<file path="src/rtl/pipe_hazard_ctrl_pkg.sv">
// Shared decode constants, scoreboard entry type and helpers
// for the pipeline hazard controller.
package pipe_hazard_ctrl_pkg;

   localparam logic [5:0] OP_SPECIAL = 6'h00;
   localparam logic [5:0] OP_BEQ     = 6'h04;
   localparam logic [5:0] OP_ADDI    = 6'h08;
   localparam logic [5:0] OP_ANDI    = 6'h0C;
   localparam logic [5:0] OP_ORI     = 6'h0D;
   localparam logic [5:0] OP_LW      = 6'h23;
   localparam logic [5:0] OP_SW      = 6'h2B;

   localparam logic [5:0] FN_SLL = 6'h00;
   localparam logic [5:0] FN_SRL = 6'h02;
   localparam logic [5:0] FN_SRA = 6'h03;

   localparam logic [1:0] FWD_RF    = 2'b00;
   localparam logic [1:0] FWD_EXMEM = 2'b01;
   localparam logic [1:0] FWD_MEMWB = 2'b10;

   typedef struct packed {
      logic       valid;
      logic       wr;
      logic [4:0] dest;
      logic       is_load;
      logic [4:0] rs;
      logic [4:0] rt;
   } sb_entry_t;

   typedef enum logic {
      ST_RUN,
      ST_LU_STALL
   } hz_state_e;

   // Entry writes a non-zero register equal to r.
   function automatic logic src_hit(
      sb_entry_t  e,
      logic [4:0] r
   );
      return e.valid && e.wr &&
             (e.dest == r) && (r != 5'd0);
   endfunction

   // A load in MEM has no result yet, so it
   // cannot feed EX from the EX/MEM register.
   function automatic logic [1:0] fwd_sel(
      sb_entry_t  mem,
      sb_entry_t  wb,
      logic [4:0] src
   );
      if (src_hit(mem, src) && !mem.is_load)
         return FWD_EXMEM;
      else if (src_hit(wb, src))
         return FWD_MEMWB;
      else
         return FWD_RF;
   endfunction

endpackage

</file>
<file path="src/rtl/hazard_decode.sv">
// Combinational decode of an instruction into its hazard view.
// in: inst; out: dest, wr, is_load, uses_rs, uses_rt.
module hazard_decode
   import pipe_hazard_ctrl_pkg::*;
(
   input  logic [31:0] inst,
   output logic [4:0]  dest,
   output logic        wr,
   output logic        is_load,
   output logic        uses_rs,
   output logic        uses_rt
);

   logic [5:0] op;
   logic [5:0] fn;
   logic       unused_shamt;

   assign op           = inst[31:26];
   assign fn           = inst[5:0];
   assign unused_shamt = ^inst[10:6];

   always_comb begin
      dest    = 5'd0;
      is_load = 1'b0;
      uses_rs = 1'b1;
      uses_rt = 1'b0;
      unique case (op)
         OP_SPECIAL: begin
            dest    = inst[15:11];
            uses_rt = 1'b1;
            // Shifts take their operand from rt only.
            uses_rs = !(fn == FN_SLL ||
                        fn == FN_SRL ||
                        fn == FN_SRA);
         end
         OP_ADDI, OP_ANDI, OP_ORI: begin
            dest = inst[20:16];
         end
         OP_LW: begin
            dest    = inst[20:16];
            is_load = 1'b1;
         end
         OP_SW, OP_BEQ: begin
            uses_rt = 1'b1;
         end
         default: ;
      endcase
      wr = (dest != 5'd0);
   end

endmodule

</file>
<file path="src/rtl/pipe_hazard_ctrl.sv">
// Hazard controller: EX/MEM/WB dest scoreboard driving load-use
// stalls, branch flushes, EX forwarding selects and perf counters.
// in: clock, reset, id_inst, id_valid, branch_taken, ext_stall
// out: stall_pc/ifid, bubble_idex, flush_ifid/exmem,
//      fwd_a/b_sel, stall_count, flush_count
module pipe_hazard_ctrl
   import pipe_hazard_ctrl_pkg::*;
#(
   parameter int CNT_W      = 32,
   parameter bit ENABLE_FWD = 1'b1
) (
   input  logic             clock,
   input  logic             reset,
   input  logic [31:0]      id_inst,
   input  logic             id_valid,
   input  logic             branch_taken,
   input  logic             ext_stall,
   output logic             stall_pc,
   output logic             stall_ifid,
   output logic             bubble_idex,
   output logic             flush_ifid,
   output logic             flush_exmem,
   output logic [1:0]       fwd_a_sel,
   output logic [1:0]       fwd_b_sel,
   output logic [CNT_W-1:0] stall_count,
   output logic [CNT_W-1:0] flush_count
);

   logic [4:0] id_dest;
   logic [4:0] id_rs;
   logic [4:0] id_rt;
   logic       id_wr;
   logic       id_ld;
   logic       id_urs;
   logic       id_urt;

   assign id_rs = id_inst[25:21];
   assign id_rt = id_inst[20:16];

   hazard_decode u_dec (
      .inst    (id_inst),
      .dest    (id_dest),
      .wr      (id_wr),
      .is_load (id_ld),
      .uses_rs (id_urs),
      .uses_rt (id_urt)
   );

   sb_entry_t  ex_q, ex_d;
   sb_entry_t  mem_q, mem_d;
   sb_entry_t  wb_q, wb_d;
   hz_state_e  state_q, state_d;
   logic [CNT_W-1:0] stall_cnt_q, stall_cnt_d;
   logic [CNT_W-1:0] flush_cnt_q, flush_cnt_d;

   logic ex_src;
   logic mem_src;
   logic lu_hit;
   logic raw_hit;
   logic flush;
   logic stall;

   always_comb begin
      ex_src  = (id_urs && src_hit(ex_q, id_rs)) ||
                (id_urt && src_hit(ex_q, id_rt));
      mem_src = (id_urs && src_hit(mem_q, id_rs)) ||
                (id_urt && src_hit(mem_q, id_rt));
      lu_hit  = id_valid && ex_q.is_load && ex_src &&
                (state_q == ST_RUN);
      raw_hit = !ENABLE_FWD && id_valid &&
                (ex_src || mem_src);
      flush   = branch_taken && !ext_stall;
      stall   = (lu_hit || raw_hit) && !flush;

      stall_pc    = stall;
      stall_ifid  = stall;
      bubble_idex = stall || flush;
      flush_ifid  = flush;
      flush_exmem = flush;

      fwd_a_sel = FWD_RF;
      fwd_b_sel = FWD_RF;
      if (ENABLE_FWD && ex_q.valid) begin
         fwd_a_sel = fwd_sel(mem_q, wb_q, ex_q.rs);
         fwd_b_sel = fwd_sel(mem_q, wb_q, ex_q.rt);
      end

      ex_d        = ex_q;
      mem_d       = mem_q;
      wb_d        = wb_q;
      state_d     = state_q;
      stall_cnt_d = stall_cnt_q;
      flush_cnt_d = flush_cnt_q;

      if (!ext_stall) begin
         wb_d  = mem_q;
         mem_d = flush ? '0 : ex_q;
         if (flush || stall || !id_valid)
            ex_d = '0;
         else
            ex_d = '{valid:   1'b1,
                     wr:      id_wr,
                     dest:    id_dest,
                     is_load: id_ld,
                     rs:      id_rs,
                     rt:      id_rt};

         unique case (state_q)
            ST_RUN:
               if (lu_hit && stall)
                  state_d = ST_LU_STALL;
            ST_LU_STALL:
               state_d = ST_RUN;
            default:
               state_d = ST_RUN;
         endcase

         stall_cnt_d = stall_cnt_q +
                       {{(CNT_W-1){1'b0}}, stall};
         flush_cnt_d = flush_cnt_q +
                       {{(CNT_W-1){1'b0}}, flush};
      end
   end

   always_ff @(posedge clock) begin
      if (reset) begin
         ex_q        <= '0;
         mem_q       <= '0;
         wb_q        <= '0;
         state_q     <= ST_RUN;
         stall_cnt_q <= '0;
         flush_cnt_q <= '0;
      end else begin
         ex_q        <= ex_d;
         mem_q       <= mem_d;
         wb_q        <= wb_d;
         state_q     <= state_d;
         stall_cnt_q <= stall_cnt_d;
         flush_cnt_q <= flush_cnt_d;
      end
   end

   assign stall_count = stall_cnt_q;
   assign flush_count = flush_cnt_q;

endmodule

</file>
<file path="config.mk">
export PLATFORM = sky130hd
export DESIGN_NAME = pipe_hazard_ctrl
export DESIGN_NICKNAME = d
export VERILOG_FILES = /design/src/rtl/pipe_hazard_ctrl_pkg.sv /design/src/rtl/hazard_decode.sv /design/src/rtl/pipe_hazard_ctrl.sv
export SDC_FILE = /design/constraint.sdc
export NUM_CORES = 1
export LEC_CHECK = 0
export ABC_AREA = 1
export BUFFER_PORTS_ARGS = -buffer_cell sky130_fd_sc_hd__buf_4
export CAP_MARGIN = 5
export CORE_MARGIN = 1
export CORE_UTILIZATION = 50
export DETAILED_ROUTE_END_ITERATION = 16
export PLACE_DENSITY = 0.86
export SETUP_SLACK_MARGIN = 0.3
export SKIP_LAST_GASP = 1
export SYNTH_ARGS = -nofsm -noshare
export SYNTH_HDL_FRONTEND = slang
export SYNTH_HIERARCHICAL = 1
export SYNTH_SLANG_ARGS = --single-unit
</file>
<file path="constraint.sdc">
create_clock -name clock -period 2.3 [get_ports clock]
set_input_delay 0.115 -clock clock [delete_from_list [all_inputs] [get_ports clock]]
set_output_delay 0.115 -clock clock [all_outputs]
set_load 0.005 [all_outputs]
</file>
==> flow_metrics.py <==
metrics = {
    "power_and_ir_drop": {
        "leakagePower_uw": 0.003013,
        "p_int_uw": 2413,
        "ir_drop_uv": 479.3,
        "p_seq_frac": 0.544,
        "combinationalPowerShare": 0.091,
        "sw_frac_of_total": 0.2513,
        "pwr-share-clk": 0.364,
        "power.total_uw": 3223,
        "power.switching_uw": 809.9,
        "power_density_mw_per_mm2": 446.3,
    },
    "sta": {
        "fin_crit_ns": 2.478,
        "finalHoldViolations": 0,
        "rsz0062_at_grt": "yes",
        "fin_skew_ns": 0.01116,
        "fmax_mhz": 403.5,
        "period_share": 1.078,
        "worst_hold_slack_ns": 0.03467,
        "finalSetupTns_ns": -1.708,
        "max_slew_margin": 0.5518,
        "slew_violations": 0,
        "setup_slack_ns": -0.1783,
        "finalSetupViolCount": 24,
        "tightest_slew_ns": 0.6715,
    },
    "floorplan": {
        "dieArea_sq_mm": 0.01129,
        "die_y_um": 106.3,
        "row_count": 37,
        "die_x_um": 106.3,
        "start_util": 0.5217,
        "io-pin-count": 110,
        "coreArea_sq_mm": 0.01042,
    },
    "synthesis": {
        "ys_warn_count": 6,
        "async_flop_share": 0,
        "synth-seq-cells": 98,
        "seq_area_frac_synth": 0.3610,
        "netlist_instances": 797,
        "yosys.cell_types.count": 40,
        "avgSynthCellArea_sq_um": 6.818,
        "netlist_area_sq_mm": 0.005434,
        "synth_nets": 839,
        "synthFlopType": "dfxtp_1",
        "synth_edf_count": 0,
    },
    "hold_path": {
        "hold_start": "id_inst[22]",
        "hold_depth": 3,
        "hold_path_end": "ex_q[6]$_SDFFE_PP0N_",
        "hp-class": "input pin to register",
    },
    "detailed_routing": {
        "drtIter0Drc": 393,
        "finalWirelength_um": 15230,
        "wire_per_inst_um": 14.10,
        "ant_nets": 0,
        "drt_pass1_iterations": 6,
        "dr_total_vias": 5843,
        "via_per_inst": 5.410,
        "route.detailed.drc": 0,
    },
    "global_routing": {
        "grt_pass1_vias": 5220,
        "antenna_found_initial": 0,
        "grt_pass1_wl_um": 24050,
        "grt_usage": 0.2633,
        "grt_max_degree": 54,
        "grt_overflow": 0,
    },
    "final_layout": {
        "antenna_cells": 0,
        "drive_gt1_frac": 0.2966,
        "layout_common_cells": "nand2_1, buf_4, dfxtp_1",
        "final_common_cell": "nand2_1",
        "nets": 981,
        "syn_to_final_growth_pct": 32.90,
        "fin_area_sq_mm": 0.007222,
        "fillers": 821,
    },
    "setup_path": {
        "max_stage_delay_ns": 0.46,
        "required_ns": 2.62,
        "crit_buf_inv": 1,
        "crit_fanout": 5,
        "ff2ff_path_depth": 14,
        "arrival_ns": 2.80,
        "critPathLaunchType": "register",
        "r2r_start": "ex_q[10]$_SDFFE_PP0N_",
        "r2r_end": "stall_count[18]$_SDFFE_PP0N_",
        "crit_cells": 14,
        "critPathCaptureType": "register",
        "r2r_setup_slack_ns": -0.18,
        "cp_slowest_cell": "nor3b_1",
        "critical_path.top_delay_family": "simple AND/OR/NAND/NOR gates",
        "crit_chain": "nor3b_1, nand3_4, inv_4, ha_4, ha_4, nand2_4, nor2_4, nand2_2, nor2_4, nand2_2, nor2_4, nand2_2, a21oi_2, o21a_1",
        "worst-setup-path-type": "register to register",
    },
    "placement": {
        "port_buffers": 104,
        "gp_congestion": 0.9461,
        "place_worst_setup_slack_ns": -0.2359,
        "placed_cell_area_sq_mm": 0.006555,
        "place_hpwl_um": 9875,
    },
    "clock_tree": {
        "ctsHtreeMaxLevel": 3,
        "cts_inserted_buffers": 9,
        "cts_max_path_buffers": 2,
        "clkSinkCount": 98,
        "cts_hold_buf": 0,
        "root_buffer": "clkbuf_8",
        "cts_tree": "done",
        "clk_transition_reported_paths_ns": 0.09,
        "clk_latency_ns": 0.38,
    },
    "outcome": {
        "status": "finished with violations",
        "violations": "setup timing",
    },
    "run": {
        "maxCapViolations": 0,
    },
}
per-stage QoR:
stage,instances,util
3_5_place_dp,1042,0.6293
2_1_floorplan,797,-
5_1_grt,1080,0.6933
4_1_cts,1072,0.6679
6_report,1080,0.6933
3_3_place_gp,1042,0.6293
logic make-up after synthesis:
logic type | count (synthesis) | synth area share
AO/OA/AOI/OAI | 131 | 0.1289
AND/OR/NAND/NOR | 411 | 0.3633
buffers and inverters | 125 | 0.09164
flip-flops | 98 | 0.3610
XOR/XNOR | 27 | 0.04352
adder cells (fa/ha/maj) | 5 | 0.01151
worst max-delay path by stage:
stage	startpoint	end	slack, ns
after floorplan	id_inst[30]	stall_count[18]$_SDFFE_PP0N_	0.11
after global placement	id_inst[30]	stall_count[26]$_SDFFE_PP0N_	-0.14
after detailed placement	id_inst[30]	stall_count[26]$_SDFFE_PP0N_	-0.24
after CTS	ex_q[17]$_SDFFE_PP0N_	stall_count[28]$_SDFFE_PP0N_	0.01
after global routing	ex_q[10]$_SDFFE_PP0N_	stall_count[10]$_SDFFE_PP0N_	-0.33
final	ex_q[10]$_SDFFE_PP0N_	stall_count[18]$_SDFFE_PP0N_	-0.18
per-layer routing:
| layer | vias up | global-route usage | wire [um] |
|---|---|---|---|
| met5 | - | 0 | 0 |
| met4 | 0 | 0.08730 | 401 |
| met3 | 42 | 0.06315 | 1009 |
| met2 | 241 | 0.4490 | 7521 |
| met1 | 2664 | 0.3241 | 6300 |
| li1 | 2896 | - | - |
area by class of cell:
type	instances	area [sq um]	area share
Multi-Input combinational cell	574	3257	0.4510
Inverter	100	382.9	0.05301
Tap cell	136	170.2	0.02356
Sequential cell	98	1977	0.2737
Timing Repair Buffer	156	1229	0.1701
Clock inverter	3	47.55	0.006584
Clock buffer	13	158.9	0.02200
state kept, by name (all words and copies together), names as in the netlist:
| register | cells |
|---|---|
| flush_count | 32 |
| stall_count | 32 |
| ex_q | 18 |
| mem_q | 8 |
| wb_q | 7 |
| state_q | 1 |
cells in the mapped netlist (7+ instances only):
cell type | count | share of area
nor3_1 | 29 | 0.027
nand2_1 | 170 | 0.12
nand3_1 | 24 | 0.022
nor2_4 | 8 | 0.017
nor2_1 | 97 | 0.067
nor2_2 | 8 | 0.0092
a211oi_1 | 7 | 0.0097
xor2_1 | 18 | 0.029
clkbuf_1 | 15 | 0.010
a21oi_1 | 69 | 0.064
nand4_1 | 34 | 0.039
dfxtp_1 | 98 | 0.36
inv_1 | 89 | 0.061
xnor2_1 | 9 | 0.015
o21ai_0 | 39 | 0.036
inv_2 | 8 | 0.0055
nand2_2 | 12 | 0.014
what timing repair did:
item	CTS	global route
resized for setup	31	53
endpoints found under the hold margin	0	0
pin swaps	13	30
setup buffers	14	7
endpoints found under the setup margin	27	37
power by group through the flow:
stage | registers, uW | clock network, uW | logic, uW
2_1_floorplan | 1790 | 0 | 166
3_3_place_gp | 1790 | 0 | 271
3_5_place_dp | 1790 | 0 | 276
4_1_cts | 1750 | 1190 | 280
5_1_grt | 1760 | 1270 | 325
6_report | 1750 | 1170 | 294
worst min-delay path: stages:
cell     delay, ns
buf_4         0.12
nand4_1       0.07
a21oi_1       0.05
Power figures use the tool's default switching activity.
